File: src/rtl/controle_acumulador.sv
// Sequencer for an external accumulator: reads Qtd words starting at Base
// from a one-cycle-latency memory and strobes each one into the accumulator.
//
// Ports
//   Clock     rising-edge clock
//   Reset     asynchronous, active-low
//   Start     begin a run (only accepted while idle)
//   Base      first memory address of the run
//   Qtd       number of words to sum (clamped to 2^ENDERECOS)
//   Endereco  memory read address
//   Le        memory read enable (data on M one cycle later)
//   Load      accumulator input-register strobe
//   Transfer  accumulator result-register strobe
//   Clear     accumulator clear, active-low (also low while in reset)
//   Ocupado   run in progress
//   Pronto    one-cycle completion pulse
//
// All outputs are registered decodes of the current state, so each output
// lags its state by one cycle; Pronto therefore appears 4N+2 edges after the
// edge that accepts Start.
module controle_acumulador #(
   parameter int unsigned TAMANHO   = 16,
   parameter int unsigned ENDERECOS = 4
) (
   input  logic                 Clock,
   input  logic                 Reset,
   input  logic                 Start,
   input  logic [ENDERECOS-1:0] Base,
   input  logic [ENDERECOS:0]   Qtd,
   output logic [ENDERECOS-1:0] Endereco,
   output logic                 Le,
   output logic                 Load,
   output logic                 Transfer,
   output logic                 Clear,
   output logic                 Ocupado,
   output logic                 Pronto
);

   localparam int unsigned AW = ENDERECOS;
   localparam int unsigned CW = ENDERECOS + 1;
   localparam logic [CW-1:0] QTD_MAX = {1'b1, {AW{1'b0}}};

   // Data width belongs to the downstream accumulator; only sanity-checked here.
   if (TAMANHO == 0) begin : g_tamanho_invalido
      $error("TAMANHO must be nonzero");
   end

   typedef enum logic [2:0] {
      OCIOSO,
      LIMPA,
      ENDERECA,
      ESPERA,
      CARREGA,
      TRANSFERE,
      FIM
   } estado_t;

   estado_t         estado, estado_prox;
   logic [AW-1:0]   addr, addr_prox;
   logic [CW-1:0]   cont, cont_prox;
   logic [AW-1:0]   endereco_prox;
   logic            le_prox, load_prox, transfer_prox;
   logic            clear_prox, ocupado_prox, pronto_prox;

   // State, run registers and registered outputs
   always_ff @(posedge Clock or negedge Reset) begin
      if (!Reset) begin
         estado   <= OCIOSO;
         addr     <= '0;
         cont     <= '0;
         Endereco <= '0;
         Le       <= 1'b0;
         Load     <= 1'b0;
         Transfer <= 1'b0;
         Clear    <= 1'b0;
         Ocupado  <= 1'b0;
         Pronto   <= 1'b0;
      end else begin
         estado   <= estado_prox;
         addr     <= addr_prox;
         cont     <= cont_prox;
         Endereco <= endereco_prox;
         Le       <= le_prox;
         Load     <= load_prox;
         Transfer <= transfer_prox;
         Clear    <= clear_prox;
         Ocupado  <= ocupado_prox;
         Pronto   <= pronto_prox;
      end
   end

   // Next state, run bookkeeping and output decode
   always_comb begin
      estado_prox   = estado;
      addr_prox     = addr;
      cont_prox     = cont;
      endereco_prox = Endereco;
      le_prox       = 1'b0;
      load_prox     = 1'b0;
      transfer_prox = 1'b0;
      clear_prox    = 1'b1;
      ocupado_prox  = 1'b1;
      pronto_prox   = 1'b0;

      case (estado)
         OCIOSO: begin
            ocupado_prox = 1'b0;
            if (Start) begin
               addr_prox   = Base;
               cont_prox   = (Qtd > QTD_MAX) ? QTD_MAX : Qtd;
               estado_prox = LIMPA;
            end
         end
         LIMPA: begin
            clear_prox  = 1'b0;
            estado_prox = (cont == '0) ? FIM : ENDERECA;
         end
         ENDERECA: begin
            le_prox       = 1'b1;
            endereco_prox = addr;
            estado_prox   = ESPERA;
         end
         ESPERA: begin
            estado_prox = CARREGA;
         end
         CARREGA: begin
            load_prox   = 1'b1;
            estado_prox = TRANSFERE;
         end
         TRANSFERE: begin
            transfer_prox = 1'b1;
            cont_prox     = cont - CW'(1);
            // Wraps silently past the top of the address space
            addr_prox     = addr + AW'(1);
            estado_prox   = (cont == CW'(1)) ? FIM : ENDERECA;
         end
         FIM: begin
            pronto_prox = 1'b1;
            estado_prox = OCIOSO;
         end
         default: begin
            estado_prox = OCIOSO;
         end
      endcase
   end

endmodule

File: config.mk
export PLATFORM = sky130hd
export DESIGN_NAME = controle_acumulador
export DESIGN_NICKNAME = d
export VERILOG_FILES = /design/src/rtl/controle_acumulador.sv
export SDC_FILE = /design/constraint.sdc
export NUM_CORES = 1
export LEC_CHECK = 0
export CORE_ASPECT_RATIO = 1.5
export CORE_MARGIN = 2
export CORE_UTILIZATION = 49
export DETAILED_ROUTE_END_ITERATION = 12
export GPL_ROUTABILITY_DRIVEN = 0
export GPL_TIMING_DRIVEN = 0
export PLACE_DENSITY = 0.77
export SYNTH_ARGS = -nofsm -noshare
export SYNTH_HDL_FRONTEND = slang
export SYNTH_SLANG_ARGS = --single-unit
File: constraint.sdc
create_clock -name Clock -period 2.1 [get_ports Clock]
set_clock_uncertainty 0.05 [all_clocks]
set_input_delay 0.42 -clock Clock [delete_from_list [all_inputs] [get_ports Clock]]
set_output_delay 0.42 -clock Clock [all_outputs]
set_load 0.01 [all_outputs]
==> results.cfg <==
[global_routing]
antenna_found_initial = 0
pin_count_of_the_biggest_net_entering_global_routing = 23
grt_pass1_vias = 734
grt_remaining_overflow = 0
global_route_wire_length_before_repair_mm = 3.167
gr-usage-all-layers = 0.1618

[setup_path]
largest_delay_contributor_family_on_the_critical_path = simple AND/OR/NAND/NOR gates
r2r-start = estado[1]$_DFFE_PN0P_
r2r_path_end = addr[3]$_DFFE_PN0P_
cp_slowest_stage_delay_ns = 0.58
r2r_setup_slack_ns = 0.36
timing.critical_path.arrival_ns = 1.96
timing.critical_path.required_ns = 2.30
worstSetupPathType = in2reg
ff2ff_path_depth = 4
timing.critical_path.cells = clkdlybuf4s50_1 -> nor4b_2 -> mux2_2 -> o221a_2
critical_path.startpoint_type = input pin
critical-path-slowest-cell = nor4b_2
timing.critical_path.fanout_max = 8
worst_setup_path_end_kind = register
critical_path_buf_inv_count = 1

[logic_synthesis]
edff_count_synth = 0
synth_warnings = 0
syn-instance-count = 90
seq_area_frac_synth = 0.5189
avgSynthCellArea_um2 = 11.79
ys.flop_type = dfrtp_1
synth.cell_area_um2 = 1061
synth_async_sr_flop_share = 1.000
yosysUniqueCellTypes = 32
syn_nets = 106
synth_seq_cells = 22

[sta]
final_max_slew_viol_count = 0
max_slew.worst_pin.slew_ns = 0.9591
fin_crit_ns = 1.752
number_of_hold_violations_in_the_final_report = 0
finalSetupViolations = 0
timing.final.crit_share = 0.8342
whs_ns = 0.4753
totalNegativeSetupSlack_ns = 0
worst_slew_margin_rel = 0.3586
rsz0062_at_grt = no
fmax_mhz = 570.8

[route]
number_of_iterations_in_the_first_detailed_routing_pass = 4
route.final.wire_length_mm = 1.921
via_count = 777
initialDrtViolationCount = 21
post_drt_via_cell_ratio = 5.672
routedWlPerCell_um = 14.02
antenna_violation_net_count_after_detailed_routing = 0
drc_errors = 0

[clocking]
cts.reportedPaths.clkPinSlew_ns = 0.13
worst_skew_pair.late_latency_ns = 0.30
max-clock-path-buffers = 2
cts_tree = built
cts.sinks = 22
post-cts-setup-buffers = 0
cts_buffers = 3
clock_tree.htree_level_count = 1
post_cts_hold_buffer_count = 0
cts_resized = 0
ctsRootBufferMaster = clkbuf_4

[final_layout]
diodes = 0
instances_no_fill = 137
mostFrequentLayoutCells = dfrtp_1, clkdlybuf4s50_1, inv_1, nor3_1
layout.nets = 132
areaGrowthSynthToFinish_pct = 27.36
post_route_cells_drive_above_1_share = 0.2000
layout.cells.most_common = dfrtp_1

[placed_design]
hpwl_mm = 1.426
portBuffers = 21
dp.cells = 133

[power]
static-leakage-power_nw = 0.5890
ir_worst_vdd_mv = 0.8138
pwr_density_cell_nw_per_um2 = 1413
total_power_w = 0.001909

[min_path]
worstHoldStart = Endereco[0]$_DFFE_PN0P_
hold_depth = 1
hold_path_class = reg2reg
min_delay_worst_endpoint = Endereco[0]$_DFFE_PN0P_

[die]
die-area_um2 = 2561
num_io_pins = 22
placement_rows = 20
fp.coreArea_um2 = 2027
initial_core_util = 0.5235
horiz_die_dim_um = 42.00
die_height_um = 60.99

[status]
status = finished, final reports clean

[flow_run]
cap_violations = 0
how the worst max path moves through the flow:
stage               cells after the start                  end  slack, ns             startpoint
global route                            4  addr[2]$_DFFE_PN0P_       0.19  estado[1]$_DFFE_PN0P_
detailed placement                      4  cont[3]$_DFFE_PN0P_      0.001                  Start
global placement                        4  addr[3]$_DFFE_PN0P_      -0.04                  Start
floorplan                               4  addr[3]$_DFFE_PN0P_       0.54  estado[1]$_DFFE_PN0P_
CTS                                     4  addr[3]$_DFFE_PN0P_       0.32                  Start
finish                                  4  addr[3]$_DFFE_PN0P_       0.35                  Start
area by class of cell:
| cell class | instances | area (µm²) |
|---|---|---|
| Fill cell | 153 | 675.6 |
| Timing Repair Buffer | 21 | 210.2 |
| Multi-Input combinational cell | 55 | 439.2 |
| Sequential cell | 22 | 550.5 |
| Tap cell | 22 | 27.53 |
| Buffer | 6 | 45.04 |
| Inverter | 7 | 26.28 |
| Clock inverter | 1 | 30.03 |
| Clock buffer | 3 | 22.52 |
power breakdown:
part	switching, W	total, W	internal, W
clock network	0.000126	0.000318	0.000193
registers	0.000139	0.000750	0.000612
logic	0.000380	0.000840	0.000460
logic make-up (layout without fill, tap and decap cells):
group           after synthesis  in the layout  synth area share
compound gates               18             18            0.1285
fa+ha+maj                     4              4           0.04717
buf+inv                      13             38           0.06722
flops                        22             22            0.5189
mux                           8              8           0.08137
simple gates                 25             25            0.1568
flip-flops by register name, indices dropped and copies added, names as in the netlist:
name / count
cont: 5
Endereco: 4
addr: 4
estado: 3
Clear: 1
Le: 1
Load: 1
Ocupado: 1
Pronto: 1
Transfer: 1
metrics by stage:
step,setup WS (ns),utilization,area (µm²)
global route,0.1904,0.6667,1351
detailed placement,0.001104,0.6407,1299
floorplan,0.5415,-,1061
CTS,0.3161,0.6667,1351
finish,0.3481,0.6667,1351
global placement,-0.03789,0.6407,1299
per-layer routing:
metal,global-route usage,routed length (µm)
met5,0,0
met3,0.02083,58
met1,0.1848,798
met4,0.05530,10
met2,0.3103,1054
cells in the mapped netlist, types with 2 or more instances:
cell type  number  area share
nand3_1         4       0.019
nand2_1         2      0.0071
dfrtp_1        22        0.52
mux2i_1         3       0.028
mux2_2          5       0.053
ha_1            4       0.047
buf_2           3       0.014
inv_1           7       0.025
a21oi_1         3       0.014
nor3_1          7       0.033
buf_6           2       0.021
a211oi_1        5       0.035
and3_1          2       0.012
o221a_2         2       0.021
nor2_1          2      0.0071
Note: power is estimated with default switching activity, not from simulation.
